## src/rtl/sram_write_ctrl.sv

```systemverilog
// sram_write_ctrl: turns single-bit write requests into a timed
// bitline-setup / one-hot wordline pulse / bitline-hold sequence for a
// small bitcell column. Every output is registered, so the wordline and
// the bitline/enable are never updated in the same cycle.
//
// Handshake: a request transfers on a rising edge where req_valid and
// req_ready are both 1. req_valid while req_ready is 0 is ignored, and the
// requester must hold req_addr/req_data stable until the transfer happens.
module sram_write_ctrl #(
  parameter int ROWS      = 4,
  parameter int AW        = $clog2(ROWS),
  parameter int SETUP_CYC = 1,
  parameter int PULSE_CYC = 2,
  parameter int HOLD_CYC  = 1
) (
  input  logic            clk,
  input  logic            rst,
  input  logic            req_valid,
  output logic            req_ready,
  input  logic [AW-1:0]   req_addr,
  input  logic            req_data,
  output logic [ROWS-1:0] wwl,
  output logic            wbl,
  output logic            wbl_en,
  output logic            done,
  output logic            err
);

  typedef enum logic [1:0] {
    IDLE  = 2'd0,
    SETUP = 2'd1,
    PULSE = 2'd2,
    HOLD  = 2'd3
  } state_t;

  localparam logic [AW:0] ROW_LIMIT = (AW+1)'(ROWS);
  localparam logic [7:0]  SETUP_LD  = 8'(SETUP_CYC - 1);
  localparam logic [7:0]  PULSE_LD  = 8'(PULSE_CYC - 1);
  localparam logic [7:0]  HOLD_LD   = 8'(HOLD_CYC - 1);

  state_t          state_q, state_n;
  logic [7:0]      cnt_q, cnt_n;
  logic [AW-1:0]   addr_q, addr_n;
  logic            data_q, data_n;
  logic [ROWS-1:0] wwl_q, wwl_n;
  logic            wbl_q, wbl_n;
  logic            wbl_en_q, wbl_en_n;
  logic            done_q, done_n;
  logic            err_q, err_n;
  logic            ready_q, ready_n;
  logic [ROWS-1:0] row_sel;
  logic            accept;
  logic            in_range;

  assign req_ready = ready_q;
  assign wwl       = wwl_q;
  assign wbl       = wbl_q;
  assign wbl_en    = wbl_en_q;
  assign done      = done_q;
  assign err       = err_q;

  assign accept   = req_valid && ready_q;
  assign in_range = ({1'b0, req_addr} < ROW_LIMIT);

  // One-hot decode of the latched row address.
  always_comb begin
    for (int i = 0; i < ROWS; i++) begin
      row_sel[i] = (addr_q == AW'(i));
    end
  end

  // Next-state, phase counter and next registered output values.
  always_comb begin
    state_n  = state_q;
    cnt_n    = cnt_q;
    addr_n   = addr_q;
    data_n   = data_q;
    wwl_n    = '0;
    wbl_n    = wbl_q;
    wbl_en_n = wbl_en_q;
    done_n   = 1'b0;
    err_n    = 1'b0;

    case (state_q)
      IDLE: begin
        wbl_en_n = 1'b0;
        if (accept) begin
          addr_n = req_addr;
          data_n = req_data;
          if (in_range) begin
            state_n  = SETUP;
            cnt_n    = SETUP_LD;
            wbl_n    = req_data;
            wbl_en_n = 1'b1;
          end else begin
            // Out-of-range row: report and stay idle, column untouched.
            done_n = 1'b1;
            err_n  = 1'b1;
          end
        end
      end
      SETUP: begin
        if (cnt_q == 8'd0) begin
          state_n = PULSE;
          cnt_n   = PULSE_LD;
          wwl_n   = row_sel;
        end else begin
          cnt_n = cnt_q - 8'd1;
        end
      end
      PULSE: begin
        if (cnt_q == 8'd0) begin
          state_n = HOLD;
          cnt_n   = HOLD_LD;
        end else begin
          cnt_n = cnt_q - 8'd1;
          wwl_n = row_sel;
        end
      end
      HOLD: begin
        if (cnt_q == 8'd0) begin
          state_n  = IDLE;
          cnt_n    = 8'd0;
          wbl_en_n = 1'b0;
          done_n   = 1'b1;
        end else begin
          cnt_n = cnt_q - 8'd1;
        end
      end
      default: begin
        state_n  = IDLE;
        cnt_n    = 8'd0;
        wbl_en_n = 1'b0;
      end
    endcase

    ready_n = (state_n == IDLE);
  end

  // State, counter and registered outputs; reset drops everything at once.
  always_ff @(posedge clk) begin
    if (rst) begin
      state_q  <= IDLE;
      cnt_q    <= 8'd0;
      addr_q   <= '0;
      data_q   <= 1'b0;
      wwl_q    <= '0;
      wbl_q    <= 1'b0;
      wbl_en_q <= 1'b0;
      done_q   <= 1'b0;
      err_q    <= 1'b0;
      ready_q  <= 1'b0;
    end else begin
      state_q  <= state_n;
      cnt_q    <= cnt_n;
      addr_q   <= addr_n;
      data_q   <= data_n;
      wwl_q    <= wwl_n;
      wbl_q    <= wbl_n;
      wbl_en_q <= wbl_en_n;
      done_q   <= done_n;
      err_q    <= err_n;
      ready_q  <= ready_n;
    end
  end

endmodule

```

## config.mk

```make
export PLATFORM = sky130hd
export DESIGN_NAME = sram_write_ctrl
export DESIGN_NICKNAME = d
export VERILOG_FILES = /design/src/rtl/sram_write_ctrl.sv
export SDC_FILE = /design/constraint.sdc
export NUM_CORES = 1
export LEC_CHECK = 0
export ABC_CLOCK_PERIOD_IN_PS = 5100
export CAP_MARGIN = 40
export CORE_UTILIZATION = 40
export CTS_BUF_LIST = sky130_fd_sc_hd__clkbuf_4
export DETAILED_ROUTE_END_ITERATION = 7
export GPL_TIMING_DRIVEN = 0
export SKIP_CTS_REPAIR_TIMING = 1
export SLEW_MARGIN = 20
export SYNTH_ARGS = -nofsm -noshare
export SYNTH_HDL_FRONTEND = slang
export SYNTH_SLANG_ARGS = --single-unit
```

## constraint.sdc

```tcl
create_clock -name clk -period 5.1 [get_ports clk]
set_input_delay 1.275 -clock clk [delete_from_list [all_inputs] [get_ports clk]]
set_output_delay 1.275 -clock clk [all_outputs]
set_load 0.03 [all_outputs]
```

==> results.sh <==
export IMPL_status="finished clean"
export IMPL_multi_input_area_sq_um=564
export IMPL_via_per_inst=5.22
export IMPL_antenna_found_initial=0
export IMPL_place_area_sq_mm=0.00117
export IMPL_gp_congestion=0.810
export IMPL_leakagePower_nw=0.473
export IMPL_slew_viol_final=0
export IMPL_ios=15
export IMPL_grt_pass1_wl_mm=3.40
export IMPL_r2r_start="state_q[0]"
export IMPL_critPathMaxStageDelay_ns=0.70
export IMPL_register_area_sq_um=400
export IMPL_worstRegToRegCells=6
export IMPL_stdcell_area_sq_mm=0.00119
export IMPL_cp_top_family="buffers and inverters"
export IMPL_instances_no_fill=153
export IMPL_cts_tree="built"
export IMPL_num_nets_final=140
export IMPL_reg2reg_slack_ns=3.10
export IMPL_drtPass1Iterations=4
export IMPL_clk_latency_ns=0.30
export IMPL_dp_cells=150
export IMPL_reg2reg_to="cnt_q[1]"
export IMPL_yosys_warnings=0
export IMPL_die_x_microns=52.2
export IMPL_dp_slack_ns=2.28
export IMPL_cpMaxStageDelayCell="clkdlybuf4s50_1"
export IMPL_synth_net_count=122
export IMPL_synth_most_common_cell="dfxtp_1"
export IMPL_yosysTopAreaCell="dfxtp_1"
export IMPL_cp_data_arrival_time_ns=1.44
export IMPL_busiest_layer="met2"
export IMPL_critical_path_required_ns=3.83
export IMPL_start_util_pct=43.8
export IMPL_hold_class="register to register"
export IMPL_synth_edf_count=0
export IMPL_grt_use_met3_pct=3.48
export IMPL_portBuffers=13
export IMPL_drv_cap=0
export IMPL_syn_to_final_growth_pct=18.6
export IMPL_avgSynthCellArea_sq_um=9.24
export IMPL_syn_inst=109
export IMPL_tightest_slew_ns=0.515
export IMPL_cp_start_kind="register"
export IMPL_grt_max_degree=11
export IMPL_dr_total_vias=798
export IMPL_htree_levels=1
export IMPL_synth_cell_types=38
export IMPL_critPathLaunch="req_ready"
export IMPL_dr_first_iter_drc_count=7
export IMPL_endpoint_kind="primary output"
export IMPL_drive_gt1_share_pct=11.2
export IMPL_ant_nets=0
export IMPL_worst_path_stages=1
export IMPL_slew_headroom_pct=65.6
export IMPL_finalClockSkew_ns=0.00533
export IMPL_cellPowerDensity_mw_per_mm2=373
export IMPL_synthFlopType="dfxtp_1"
export IMPL_cp_max_fo=5
export IMPL_vdd_ir_drop_max_mv=0.198
export IMPL_grt_overflow=0
export IMPL_crit_type="register to primary output"
export IMPL_nFillCells=220
export IMPL_dpl_hpwl_mm=1.43
export IMPL_post_route_min_period_ns=2.72
export IMPL_diodes=0
export IMPL_yosys_top_cells_area="dfxtp_1 40%, ha_1 8.7%, nor2_1 7.1%, xor2_1 4.3%, nor3b_2 3.7%"
export IMPL_dieArea_sq_mm=0.00272
export IMPL_hold_violations=0
export IMPL_synth_top_area_share_pct=39.8
export IMPL_setup_viol=0
export IMPL_crit_chain="clkdlybuf4s50_1"
export IMPL_crit_end="req_ready"
export IMPL_cts_buffers=3
export IMPL_die_h_microns=52.2
export IMPL_grtUsageMet2_pct=26.7
export IMPL_synthArstFlopShare_pct=0
export IMPL_routed_wl_mm=1.89
export IMPL_synth_area_sq_mm=0.00101
export IMPL_track_usage_pct=16.9
export IMPL_rsz0062_at_grt="no"
export IMPL_met1_usage_pct=21.9
export IMPL_tns_ns=0
export IMPL_coreArea_sq_mm=0.00230
export IMPL_synth_seq_cells=20
export IMPL_ys_seq_area_share_pct=39.8
export IMPL_fmax_ghz=0.368
export IMPL_cp_buffers_inverters=1
export IMPL_yosys_top_cells_count="20 x dfxtp_1, 19 x nor2_1, 7 x ha_1"
export IMPL_clock_path_buffers=2
export IMPL_path_clk_slew_ns=0.11
export IMPL_cts_root_buf="clkbuf_4"
export IMPL_first_global_vias=821
export IMPL_setup_slack_ns=2.38
export IMPL_rows=17
export IMPL_wire_per_inst_microns=12.4
export IMPL_cts_sinks=20
export IMPL_fin_crit_sh_pct=53.3
export IMPL_drc_errors=0
[routing by layer]
layer  up-vias  wire length, microns
met5         -                     0
met4         0                    38
met3         5                    49
met2        13                   836
met1       372                   969
li1        408                     -
[cell usage in the layout, fill, tap and decap left out, types with 2 or more instances in the layout]
cell | Yosys | final
inv_1 | 6 | 6
mux2i_1 | 3 | 3
clkdlybuf4s50_1 | 0 | 13
nor3_1 | 3 | 3
nor3b_2 | 3 | 3
ha_1 | 7 | 7
nand3_1 | 6 | 6
dfxtp_1 | 20 | 20
a211oi_1 | 2 | 2
a21oi_1 | 4 | 4
nor2_1 | 19 | 19
nand2_1 | 5 | 5
clkbuf_4 | 0 | 3
xor2_1 | 5 | 5
[where the power goes]
group	switching [W]	total [W]	internal, W
sequential	0.0000283	0.000204	0.000176
combinational	0.0000919	0.000168	0.0000762
clock	0.0000458	0.0000733	0.0000275
total	0.000166	0.000446	0.000280
[metrics by stage]
stage          util [%]  hold WS [ns]  total power, W
4_1_cts            52.0         0.513        0.000449
2_1_floorplan         -         0.454        0.000337
6_report           52.0         0.509        0.000446
3_3_place_gp       51.0         0.475        0.000374
5_1_grt            52.0         0.543        0.000482
3_5_place_dp       51.0         0.483        0.000374
[registers in the layout, indices dropped and copies added (netlist names)]
register and cells:
wwl 4, done 1, cnt_q 8, state_q 2, addr_q 2, wbl_en 1, req_ready 1, wbl 1
[area by class of cell]
cell class,instances,area share [%]
Timing Repair Buffer,13,10.9
Buffer,3,1.68
Inverter,6,1.88
Sequential cell,20,33.5
Clock buffer,3,1.88
Tap cell,28,2.93
Multi-Input combinational cell,80,47.2
[worst min-delay path by stage]
stage	start	to	slack, ns	cells after the start
after floorplan	addr_q[1]	wwl[3]	0.45	2
after global placement	wbl_en	wbl_en	0.48	2
after detailed placement	wbl_en	wbl_en	0.48	2
after CTS	wbl_en	wbl_en	0.51	2
after global routing	addr_q[1]	wwl[1]	0.54	1
final	wbl	wbl	0.51	2
[cell families (layout without fill, tap and decap cells)]
kind of cell | after synthesis | count (layout) | synth area share (%)
mux | 3 | 3 | 2.98
compound gates | 16 | 16 | 11.3
other cells | 1 | 1 | 0.372
simple gates | 47 | 47 | 27.5
xor+xnor | 6 | 6 | 5.22
buf+inv | 9 | 25 | 4.22
flops | 20 | 20 | 39.8
fa+ha+maj | 7 | 7 | 8.70
[worst register-to-register path: cells and delay by family, from the launching register on]
kind	cells	cell delay [ns]
AOI/OAI and AO/OA	3	0.68
buffers and inverters	1	0.11
DFF	1	0.40
adders and majority gates	1	0.25
and+or+nand+nor	1	0.41
Power figures use the tool's default switching activity.
